===== src/rtl/ysyx_23060240_core_ctrl_pkg.sv =====
// Shared definitions for the multi-cycle core sequencer: state encoding,
// default parameters and the watchdog-state classifier.
package ysyx_23060240_pkg;

    localparam logic [3:0] ST_IDLE       = 4'd0;
    localparam logic [3:0] ST_FETCH_REQ  = 4'd1;
    localparam logic [3:0] ST_FETCH_WAIT = 4'd2;
    localparam logic [3:0] ST_DECODE     = 4'd3;
    localparam logic [3:0] ST_EXEC       = 4'd4;
    localparam logic [3:0] ST_MEM_REQ    = 4'd5;
    localparam logic [3:0] ST_MEM_WAIT   = 4'd6;
    localparam logic [3:0] ST_WB         = 4'd7;
    localparam logic [3:0] ST_HALT       = 4'd8;
    localparam logic [3:0] ST_ERROR      = 4'd9;

    localparam int TIMEOUT_CYCLES_DEF = 255;
    localparam int CNT_W_DEF          = 64;

    typedef enum logic [3:0] {
        S_IDLE       = ST_IDLE,
        S_FETCH_REQ  = ST_FETCH_REQ,
        S_FETCH_WAIT = ST_FETCH_WAIT,
        S_DECODE     = ST_DECODE,
        S_EXEC       = ST_EXEC,
        S_MEM_REQ    = ST_MEM_REQ,
        S_MEM_WAIT   = ST_MEM_WAIT,
        S_WB         = ST_WB,
        S_HALT       = ST_HALT,
        S_ERROR      = ST_ERROR
    } state_e;

    typedef struct packed {
        logic rd;
        logic wr;
        logic w;
        logic csr;
    } dec_flags_t;

    // States that wait on an external handshake and are guarded by the watchdog.
    function automatic logic is_wait_state(state_e s);
        return (s == S_FETCH_REQ) || (s == S_FETCH_WAIT) ||
               (s == S_MEM_REQ)   || (s == S_MEM_WAIT);
    endfunction

endpackage


===== src/rtl/ysyx_23060240_core_ctrl_if.sv =====
// IFU/LSU handshakes, decoder flags and commit strobes between the sequencer
// (master) and the rest of the core (slave).
interface ysyx_23060240_core_ctrl_if;

    logic ifu_req_valid;
    logic ifu_req_ready;
    logic ifu_resp_valid;
    logic ifu_resp_err;
    logic inst_latch_en;

    logic dec_mem_rd_en;
    logic dec_mem_wr_en;
    logic dec_w_en;
    logic dec_w_csr_en;
    logic dec_halt;

    logic lsu_req_valid;
    logic lsu_req_we;
    logic lsu_req_ready;
    logic lsu_resp_valid;
    logic lsu_resp_err;

    logic rf_we;
    logic csr_we;
    logic pc_we;

    modport master (
        output ifu_req_valid, inst_latch_en, lsu_req_valid, lsu_req_we,
               rf_we, csr_we, pc_we,
        input  ifu_req_ready, ifu_resp_valid, ifu_resp_err,
               dec_mem_rd_en, dec_mem_wr_en, dec_w_en, dec_w_csr_en, dec_halt,
               lsu_req_ready, lsu_resp_valid, lsu_resp_err
    );

    modport slave (
        input  ifu_req_valid, inst_latch_en, lsu_req_valid, lsu_req_we,
               rf_we, csr_we, pc_we,
        output ifu_req_ready, ifu_resp_valid, ifu_resp_err,
               dec_mem_rd_en, dec_mem_wr_en, dec_w_en, dec_w_csr_en, dec_halt,
               lsu_req_ready, lsu_resp_valid, lsu_resp_err
    );

endinterface


===== src/rtl/ysyx_23060240_core_ctrl_wdog.sv =====
// Handshake watchdog: counts cycles spent in a waiting state and flags expiry
// in the TIMEOUT_CYCLES-th cycle. TIMEOUT_CYCLES = 0 disables it.
module ysyx_23060240_wdog #(
    parameter int TIMEOUT_CYCLES = 255
) (
    input  logic clk,
    input  logic rst,
    input  logic clr_i,
    input  logic en_i,
    output logic expired
);

    localparam int CW = (TIMEOUT_CYCLES < 2) ? 1 : $clog2(TIMEOUT_CYCLES + 1);

    logic [CW-1:0] cnt_q;
    logic          hit;

    // cnt_q holds the cycles already spent, so the current cycle is number cnt_q+1.
    assign hit     = (TIMEOUT_CYCLES != 0) && (cnt_q == CW'(TIMEOUT_CYCLES - 1));
    assign expired = en_i && hit;

    always_ff @(posedge clk) begin
        if (rst || clr_i) begin
            cnt_q <= '0;
        end else if (en_i && !hit) begin
            cnt_q <= cnt_q + CW'(1);
        end
    end

endmodule


===== src/rtl/ysyx_23060240_core_ctrl.sv =====
// Multi-cycle RV32 sequencer: fetch, decode, execute, optional memory access,
// writeback, with sticky halt/error, watchdog and mcycle/minstret counters.
module ysyx_23060240_core_ctrl
    import ysyx_23060240_pkg::*;
#(
    parameter int TIMEOUT_CYCLES = TIMEOUT_CYCLES_DEF,
    parameter int CNT_W          = CNT_W_DEF
) (
    input  logic                          clk,
    input  logic                          rst,
    ysyx_23060240_core_ctrl_if.master     bus,
    output logic                          halted,
    output logic                          err,
    output logic [3:0]                    state_o,
    output logic [CNT_W-1:0]              mcycle,
    output logic [CNT_W-1:0]              minstret
);

    state_e           state_q, state_d;
    dec_flags_t       dec_q;
    logic             ifu_req_valid_q, lsu_req_valid_q, lsu_req_we_q;
    logic             rf_we_q, csr_we_q, pc_we_q;
    logic             halted_q, err_q;
    logic [CNT_W-1:0] mcycle_q, minstret_q;
    logic             wd_clr, wd_en, wd_expired;

    assign wd_en  = is_wait_state(state_q);
    assign wd_clr = (state_d != state_q) && is_wait_state(state_d);

    ysyx_23060240_wdog #(
        .TIMEOUT_CYCLES (TIMEOUT_CYCLES)
    ) u_wdog (
        .clk     (clk),
        .rst     (rst),
        .clr_i   (wd_clr),
        .en_i    (wd_en),
        .expired (wd_expired)
    );

    // A completing handshake always beats an expiring watchdog.
    always_comb begin
        state_d = state_q;
        case (state_q)
            S_IDLE:       state_d = S_FETCH_REQ;
            S_FETCH_REQ: begin
                if (bus.ifu_req_ready)   state_d = S_FETCH_WAIT;
                else if (wd_expired)     state_d = S_ERROR;
            end
            S_FETCH_WAIT: begin
                if (bus.ifu_resp_valid)  state_d = bus.ifu_resp_err ? S_ERROR : S_DECODE;
                else if (wd_expired)     state_d = S_ERROR;
            end
            S_DECODE: begin
                if (bus.dec_halt)                               state_d = S_HALT;
                else if (bus.dec_mem_rd_en && bus.dec_mem_wr_en) state_d = S_ERROR;
                else                                            state_d = S_EXEC;
            end
            S_EXEC:       state_d = (dec_q.rd || dec_q.wr) ? S_MEM_REQ : S_WB;
            S_MEM_REQ: begin
                if (bus.lsu_req_ready)   state_d = S_MEM_WAIT;
                else if (wd_expired)     state_d = S_ERROR;
            end
            S_MEM_WAIT: begin
                if (bus.lsu_resp_valid)  state_d = bus.lsu_resp_err ? S_ERROR : S_WB;
                else if (wd_expired)     state_d = S_ERROR;
            end
            S_WB:         state_d = S_FETCH_REQ;
            S_HALT:       state_d = S_HALT;
            S_ERROR:      state_d = S_ERROR;
            default:      state_d = S_IDLE;
        endcase
    end

    // Moore strobes are registered from the next state so they line up with state_q.
    always_ff @(posedge clk) begin
        if (rst) begin
            state_q         <= S_IDLE;
            dec_q           <= '0;
            ifu_req_valid_q <= 1'b0;
            lsu_req_valid_q <= 1'b0;
            lsu_req_we_q    <= 1'b0;
            rf_we_q         <= 1'b0;
            csr_we_q        <= 1'b0;
            pc_we_q         <= 1'b0;
            halted_q        <= 1'b0;
            err_q           <= 1'b0;
            mcycle_q        <= '0;
            minstret_q      <= '0;
        end else begin
            state_q         <= state_d;
            ifu_req_valid_q <= (state_d == S_FETCH_REQ);
            lsu_req_valid_q <= (state_d == S_MEM_REQ);
            lsu_req_we_q    <= (state_d == S_MEM_REQ) && dec_q.wr;
            rf_we_q         <= (state_d == S_WB) && dec_q.w;
            csr_we_q        <= (state_d == S_WB) && dec_q.csr;
            pc_we_q         <= (state_d == S_WB);
            halted_q        <= (state_d == S_HALT);
            err_q           <= (state_d == S_ERROR);
            if (state_q == S_DECODE) begin
                dec_q <= '{rd:  bus.dec_mem_rd_en,
                           wr:  bus.dec_mem_wr_en,
                           w:   bus.dec_w_en,
                           csr: bus.dec_w_csr_en};
            end
            if (state_q != S_HALT && state_q != S_ERROR) begin
                mcycle_q <= mcycle_q + CNT_W'(1);
            end
            if (state_q == S_WB) begin
                minstret_q <= minstret_q + CNT_W'(1);
            end
        end
    end

    assign bus.ifu_req_valid = ifu_req_valid_q;
    assign bus.inst_latch_en = (state_q == S_FETCH_WAIT) && bus.ifu_resp_valid && !bus.ifu_resp_err;
    assign bus.lsu_req_valid = lsu_req_valid_q;
    assign bus.lsu_req_we    = lsu_req_we_q;
    assign bus.rf_we         = rf_we_q;
    assign bus.csr_we        = csr_we_q;
    assign bus.pc_we         = pc_we_q;
    assign halted            = halted_q;
    assign err               = err_q;
    assign state_o           = state_q;
    assign mcycle            = mcycle_q;
    assign minstret          = minstret_q;

endmodule

===== src/flat_wrapper.sv =====
// flat-port wrapper written by rule: the top's interface ports become plain ports
module ysyx_23060240_core_ctrl_flat import ysyx_23060240_pkg::*;
#(
    parameter int TIMEOUT_CYCLES = TIMEOUT_CYCLES_DEF,
    parameter int CNT_W          = CNT_W_DEF
)
  (clk, rst, halted, err, state_o, mcycle, minstret, bus_ifu_req_valid, bus_inst_latch_en, bus_lsu_req_valid, bus_lsu_req_we, bus_rf_we, bus_csr_we, bus_pc_we, bus_ifu_req_ready, bus_ifu_resp_valid, bus_ifu_resp_err, bus_dec_mem_rd_en, bus_dec_mem_wr_en, bus_dec_w_en, bus_dec_w_csr_en, bus_dec_halt, bus_lsu_req_ready, bus_lsu_resp_valid, bus_lsu_resp_err);
  ysyx_23060240_core_ctrl_if bus_i ();
  input  logic clk;
  input  logic rst;
  output logic halted;
  output logic err;
  output logic [3:0] state_o;
  output logic [CNT_W-1:0] mcycle;
  output logic [CNT_W-1:0] minstret;
  output wire logic [$bits(bus_i.ifu_req_valid)-1:0] bus_ifu_req_valid;
  output wire logic [$bits(bus_i.inst_latch_en)-1:0] bus_inst_latch_en;
  output wire logic [$bits(bus_i.lsu_req_valid)-1:0] bus_lsu_req_valid;
  output wire logic [$bits(bus_i.lsu_req_we)-1:0] bus_lsu_req_we;
  output wire logic [$bits(bus_i.rf_we)-1:0] bus_rf_we;
  output wire logic [$bits(bus_i.csr_we)-1:0] bus_csr_we;
  output wire logic [$bits(bus_i.pc_we)-1:0] bus_pc_we;
  input wire logic [$bits(bus_i.ifu_req_ready)-1:0] bus_ifu_req_ready;
  input wire logic [$bits(bus_i.ifu_resp_valid)-1:0] bus_ifu_resp_valid;
  input wire logic [$bits(bus_i.ifu_resp_err)-1:0] bus_ifu_resp_err;
  input wire logic [$bits(bus_i.dec_mem_rd_en)-1:0] bus_dec_mem_rd_en;
  input wire logic [$bits(bus_i.dec_mem_wr_en)-1:0] bus_dec_mem_wr_en;
  input wire logic [$bits(bus_i.dec_w_en)-1:0] bus_dec_w_en;
  input wire logic [$bits(bus_i.dec_w_csr_en)-1:0] bus_dec_w_csr_en;
  input wire logic [$bits(bus_i.dec_halt)-1:0] bus_dec_halt;
  input wire logic [$bits(bus_i.lsu_req_ready)-1:0] bus_lsu_req_ready;
  input wire logic [$bits(bus_i.lsu_resp_valid)-1:0] bus_lsu_resp_valid;
  input wire logic [$bits(bus_i.lsu_resp_err)-1:0] bus_lsu_resp_err;
  assign bus_ifu_req_valid = bus_i.ifu_req_valid;
  assign bus_inst_latch_en = bus_i.inst_latch_en;
  assign bus_lsu_req_valid = bus_i.lsu_req_valid;
  assign bus_lsu_req_we = bus_i.lsu_req_we;
  assign bus_rf_we = bus_i.rf_we;
  assign bus_csr_we = bus_i.csr_we;
  assign bus_pc_we = bus_i.pc_we;
  assign bus_i.ifu_req_ready = bus_ifu_req_ready;
  assign bus_i.ifu_resp_valid = bus_ifu_resp_valid;
  assign bus_i.ifu_resp_err = bus_ifu_resp_err;
  assign bus_i.dec_mem_rd_en = bus_dec_mem_rd_en;
  assign bus_i.dec_mem_wr_en = bus_dec_mem_wr_en;
  assign bus_i.dec_w_en = bus_dec_w_en;
  assign bus_i.dec_w_csr_en = bus_dec_w_csr_en;
  assign bus_i.dec_halt = bus_dec_halt;
  assign bus_i.lsu_req_ready = bus_lsu_req_ready;
  assign bus_i.lsu_resp_valid = bus_lsu_resp_valid;
  assign bus_i.lsu_resp_err = bus_lsu_resp_err;
  ysyx_23060240_core_ctrl #(.TIMEOUT_CYCLES(TIMEOUT_CYCLES), .CNT_W(CNT_W)) u_core (.clk(clk), .rst(rst), .bus(bus_i), .halted(halted), .err(err), .state_o(state_o), .mcycle(mcycle), .minstret(minstret));
endmodule

===== config.mk =====
export PLATFORM = sky130hd
export DESIGN_NAME = ysyx_23060240_core_ctrl_flat
export DESIGN_NICKNAME = d
export VERILOG_FILES = /design/src/rtl/ysyx_23060240_core_ctrl_pkg.sv /design/src/rtl/ysyx_23060240_core_ctrl_if.sv /design/src/rtl/ysyx_23060240_core_ctrl_wdog.sv /design/src/rtl/ysyx_23060240_core_ctrl.sv /design/src/flat_wrapper.sv
export SDC_FILE = /design/constraint.sdc
export NUM_CORES = 1
export LEC_CHECK = 0
export CAP_MARGIN = 15
export CORE_MARGIN = 5
export CORE_UTILIZATION = 45
export DETAILED_ROUTE_END_ITERATION = 6
export GPL_TIMING_DRIVEN = 0
export PLACE_DENSITY = 0.74
export SYNTH_ARGS = -nofsm -noshare
export SYNTH_HDL_FRONTEND = slang
export SYNTH_SLANG_ARGS = --single-unit

===== constraint.sdc =====
create_clock -name clk -period 6.6 [get_ports clk]
set_input_delay 1.98 -clock clk [delete_from_list [all_inputs] [get_ports clk]]
set_output_delay 1.98 -clock clk [all_outputs]
set_load 0.05 [all_outputs]

Yosys cells after proc, flatten, opt, wreduce, memory -nomap -nowiden
Index checks and enable logic that the tools add are counted.
{ "totals": {"regBits": 152, "latch_bits": 0, "ramBits": 0, "rom_bits": 0, "output_inout_bits": 141, "mem_count": 0} }
{ "op_classes": {"add_sub_neg": 3, "n_mul": 0, "div_mod_pow": 0, "order_cmp": 0, "eq_ne": 20, "shifts": 0, "n_mux": 11, "n_bitwise": 0, "n_reduce_logical": 22} }
{ "op_table": {"columns": ["op", "n"], "rows": [
  ["$add 64x1->64 const B", 2],
  ["$mux 4", 9],
  ["$pmux 4 s9", 1],
  ["$eq 4x3->1 const B", 7],
  ["$eq 4x4->1 const B", 4],
  ["$eq 4x2->1 const B", 3],
  ["$logic_and 1x1->1", 10],
  ["$add 8x1->8 const B", 1],
  ["$eq 4x1->1 const B", 2],
  ["$eq 8x8->1 const B", 1],
  ["$logic_or 1x1->1", 8],
  ["$ne 4x4->1 const B", 2],
  ["$logic_not 4->1", 1],
  ["$ne 4x4->1", 1],
  ["$logic_not 1->1", 2],
  ["$mux 2", 1],
  ["$reduce_or 2->1", 1]
]} }

Longest topological paths before layout
{ "depth": {"depth_word": 14, "depth_mapped": 9, "mapped_depth_nobuf": 8} }

Cells and area by module
From an unflattened synthesis, not the netlist that was laid out.
{ "unflattened": {"cells_unflattened": 853, "hier_area_um2": 7153.1} }
{ "by_module_without_submodules": {"columns": ["module", "instances", "cells_each", "area_each_um2", "seq_area_each_um2"], "rows": [
  ["ysyx_23060240_core_ctrl", 1, 802, 6697.7, 2882.8],
  ["ysyx_23060240_wdog", 1, 51, 455.4, 160.2]
]} }

Worst setup path after synthesis
Ideal clock, no wire load.
{ "synth_timing": {"path_kind": "input port to output port", "startpoint": "input bus_ifu_resp_err", "endpoint": "output bus_inst_latch_en", "arrival_time_ns": 2.823, "t_required_ns": 4.620, "path_slack_ns": 1.797, "stages": 2, "path_buffers": 0, "path_cell_list": "nand2b_1 > nor2_1"} }
{ "synth_between": {"elab_chain_len": 2} }
{ "synth_lines": {"columns": ["item", "line_no", "source"], "rows": [
  ["start, declared", "flat_wrapper.sv:25", "input wire logic [$bits(bus_i.ifu_resp_err)-1:0] bus_ifu_resp_err;"],
  ["$logic_not 1->1", "ysyx_23060240_core_ctrl.sv:115", "assign bus.inst_latch_en = (state_q == S_FETCH_WAIT) && bus.ifu_resp_valid && !bus.ifu_resp_err;"],
  ["$logic_and 1x1->1", "ysyx_23060240_core_ctrl.sv:115", null],
  ["end, declared", "flat_wrapper.sv:17", "output wire logic [$bits(bus_i.inst_latch_en)-1:0] bus_inst_latch_en;"]
]} }
Every way passes these cells.

Worst setup path in the final report
{ "layout_timing": {"startpoint": "input bus_ifu_resp_valid", "endpoint": "output bus_inst_latch_en"} }
{ "layout_between": {"elab_chain_len": 2} }
{ "layout_lines": {"columns": ["item", "line_no", "source"], "rows": [
  ["start, declared", "flat_wrapper.sv:24", "input wire logic [$bits(bus_i.ifu_resp_valid)-1:0] bus_ifu_resp_valid;"],
  ["$logic_and 1x1->1 (2 in a row)", "ysyx_23060240_core_ctrl.sv:115", null]
]} }
Every way passes these cells.

==> reports/metrics.cfg <==
[status]
status = finished clean

[clocking]
post_cts_buffers = 0
numCtsBuffers = 17
clkLatencyLatePin_ps = 420
cts.sinks = 152
htreeDepth = 4
hold_buffers = 0
path_clk_slew_ps = 60
cts_root_buffer = clkbuf_16
post_cts_resized = 0
cts_tree = done
clk_path_buf_depth = 2

[placed_design]
gp_congestion = 0.854
io_buffers = 153
place_inst = 1240
dp.final_hpwl_mm = 14.6
placed_cell_area_mm2 = 0.00908

[layout]
area_growth_pct = 33.5
fill_cells = 1408
antenna_cells = 0
final_cells = 1272
seq_area_mm2 = 0.00304
drive_above_1_share_pct = 5.30
multi_input_area_mm2 = 0.00398
final_area_mm2 = 0.00972
final_net_count = 1061

[route]
drc = 0
antenna_left = 0
viasPerCell = 5.44
drt_pass1_iterations = 6
wl_mm = 20.0
wl_per_cell_um = 15.7
vias = 6920
first_iter_violations = 584

[pwr]
total_power_uw = 2080
p_leak_uw = 0.00316
peakVddDrop_mv = 0.177
power_density_mw_per_mm2 = 214

[worst_setup_path]
cp_top_family = buffers and inverters
crit_fanout = 5
cp.arrival_ps = 3730
crit_required_ps = 4620
critPathSlowestCell = clkdlybuf4s50_1
rr_endpoint = u_core.minstret[53]
critPathMaxStageDelay_ps = 860
cp-start-kind = primary input
reg2reg_depth = 8
worst-r2r-setup-slack_ps = 3560
cp_cell_sequence = clkdlybuf4s50_1 -> nand2b_1 -> nor2_1 -> clkdlybuf4s50_1
critPathCaptureType = primary output
cp_common_cell = clkdlybuf4s50_1
path_buf_inv = 2
critical_path_class = primary input to primary output
regToRegStartpoint = u_core.state_o[0]

[grt]
grt_overflow = 0
track_usage_pct = 21.1
grt_pass1_wl_mm = 31.9
grt_antenna_before_repair = 0
grt_pass1_vias = 6334
grt_start_max_net_pins = 17

[sta]
final_hold_viol_count = 0
worst-slew-pin-transition_ps = 855
tns_ps = 0
clock.fmax_mhz = 175
rsz0062_at_grt = false
setup_viol_count_final = 0
finalCritPeriodShare_pct = 86.5
period_needed_ps = 5710
drv_slew = 0
fin_skew_ps = 8.14
slew_headroom_pct = 42.7
worst_hold_slack_ps = 468

[die]
die_area_mm2 = 0.0188
io_pins = 154
rows = 46
die_h_um = 137
start_util_pct = 45.8
core_mm2 = 0.0159
die_w_um = 137

[logic_synthesis]
syn-num-nets = 888
synth_top_area_share_pct = 41.8
synthTopCellsByCount = dfxtp_1 (152), nor2_1 (136), xnor2_1 (66)
async_flop_share_pct = 0
synth_cells = 871
ys_seq_elements = 152
synth_cell_types = 58
ys_seq_area_share_pct = 41.8
synth_flop_cell = dfxtp_1
avgSynthCellArea_um2 = 8.36
synth_warnings = 0
yosys.area.top_type = dfxtp_1
synth_edf_count = 0
synth_most_common_cell = dfxtp_1
synth_area_mm2 = 0.00728
ys_top_cells_by_area = dfxtp_1 (42%), xnor2_1 (7.9%), nor2_1 (7.0%), xor2_1 (5.1%), nand3_1 (3.6%)

[hold_path]
hp-start = u_core.dec_q[2]
whs_path_depth = 2
hold_path_class = flip-flop to flip-flop
holdPathEnd = u_core.bus.lsu_req_we

[flow_run]
maxCapViolations = 0

[layer usage]
metal	track usage (%)	routed length [um]
met5	0	0
met4	8.04	408
met3	6.21	1640
met2	32.4	8990
met1	28.0	8980
[logic make-up (layout without fill, tap and decap cells)]
kind of cell / after synthesis / count (layout) / synth area share [%]
muxes: 10 / 10 / 1.41
DFF: 152 / 152 / 41.8
adders and majority gates: 4 / 4 / 0.687
buffers and inverters: 66 / 251 / 3.54
AOI/OAI and AO/OA: 81 / 81 / 6.96
xor gates and xnor gates: 108 / 108 / 13.0
and+or+nand+nor: 450 / 450 / 32.6
[where the power goes]
part | switching, uW | internal (uW) | total [uW]
clock | 369 | 663 | 1030
combinational | 77.5 | 41.2 | 119
sequential | 8.18 | 926 | 934
total | 455 | 1630 | 2080
[through the flow]
stage / worst slack (ps) / util [%]
final: 891 / 61.2
after global routing: 833 / 61.2
after CTS: 898 / 61.2
after detailed placement: 897 / 57.2
after global placement: 897 / 57.2
after floorplan: 1800 / -
[worst register-to-register path, cell delays in order, from the launching register on]
cell     delay, ps
dfxtp_1        330
buf_2          210
and4b_1        240
buf_2          210
nand4_1        470
nor4_2         730
nand2_1        260
or4_1          460
nand2_1         80
[layout by cell type, fill, tap and decap left out, types with 21 or more instances in the layout]
master	count
clkbuf_1	35
nand4_1	36
a21oi_1	22
o21ai_0	23
nor2_1	136
nand2_1	59
nor3_1	21
nand3_1	52
xnor2_1	66
dfxtp_1	152
inv_1	21
nor4_1	40
xor2_1	42
clkdlybuf4s50_1	153
[worst max path at each step]
stage                  startpoint           endpoint  slack, ps  cells past startpoint
5_1_grt        bus_ifu_resp_valid  bus_inst_latch_en        830                      4
4_1_cts        bus_ifu_resp_valid  bus_inst_latch_en        900                      4
3_3_place_gp   bus_ifu_resp_valid  bus_inst_latch_en        900                      4
3_5_place_dp   bus_ifu_resp_valid  bus_inst_latch_en        900                      4
2_1_floorplan    bus_ifu_resp_err  bus_inst_latch_en       1800                      2
6_report       bus_ifu_resp_valid  bus_inst_latch_en        890                      4
[registers in the layout, indices dropped and copies added, names as in the netlist]
name	count
u_core.bus.pc_we	1
u_core.bus.rf_we	1
u_core.u_wdog.cnt_q	8
u_core.minstret	64
u_core.bus.csr_we	1
u_core.bus.lsu_req_we	1
u_core.mcycle	64
u_core.bus.ifu_req_valid	1
u_core.bus.lsu_req_valid	1
u_core.halted	1
u_core.state_o	4
u_core.err	1
u_core.dec_q	4
[area by class of cell]
cell class / count / area share, %
multi-input combinational: 653 / 40.9
sequential: 152 / 31.3
timing repair buffer: 154 / 15.8
clock buffer: 25 / 5.40
tap: 216 / 2.78
buffer: 45 / 1.84
clock inverter: 6 / 1.13
inverter: 21 / 0.811
No activity file was read; power rests on OpenSTA's default activity.
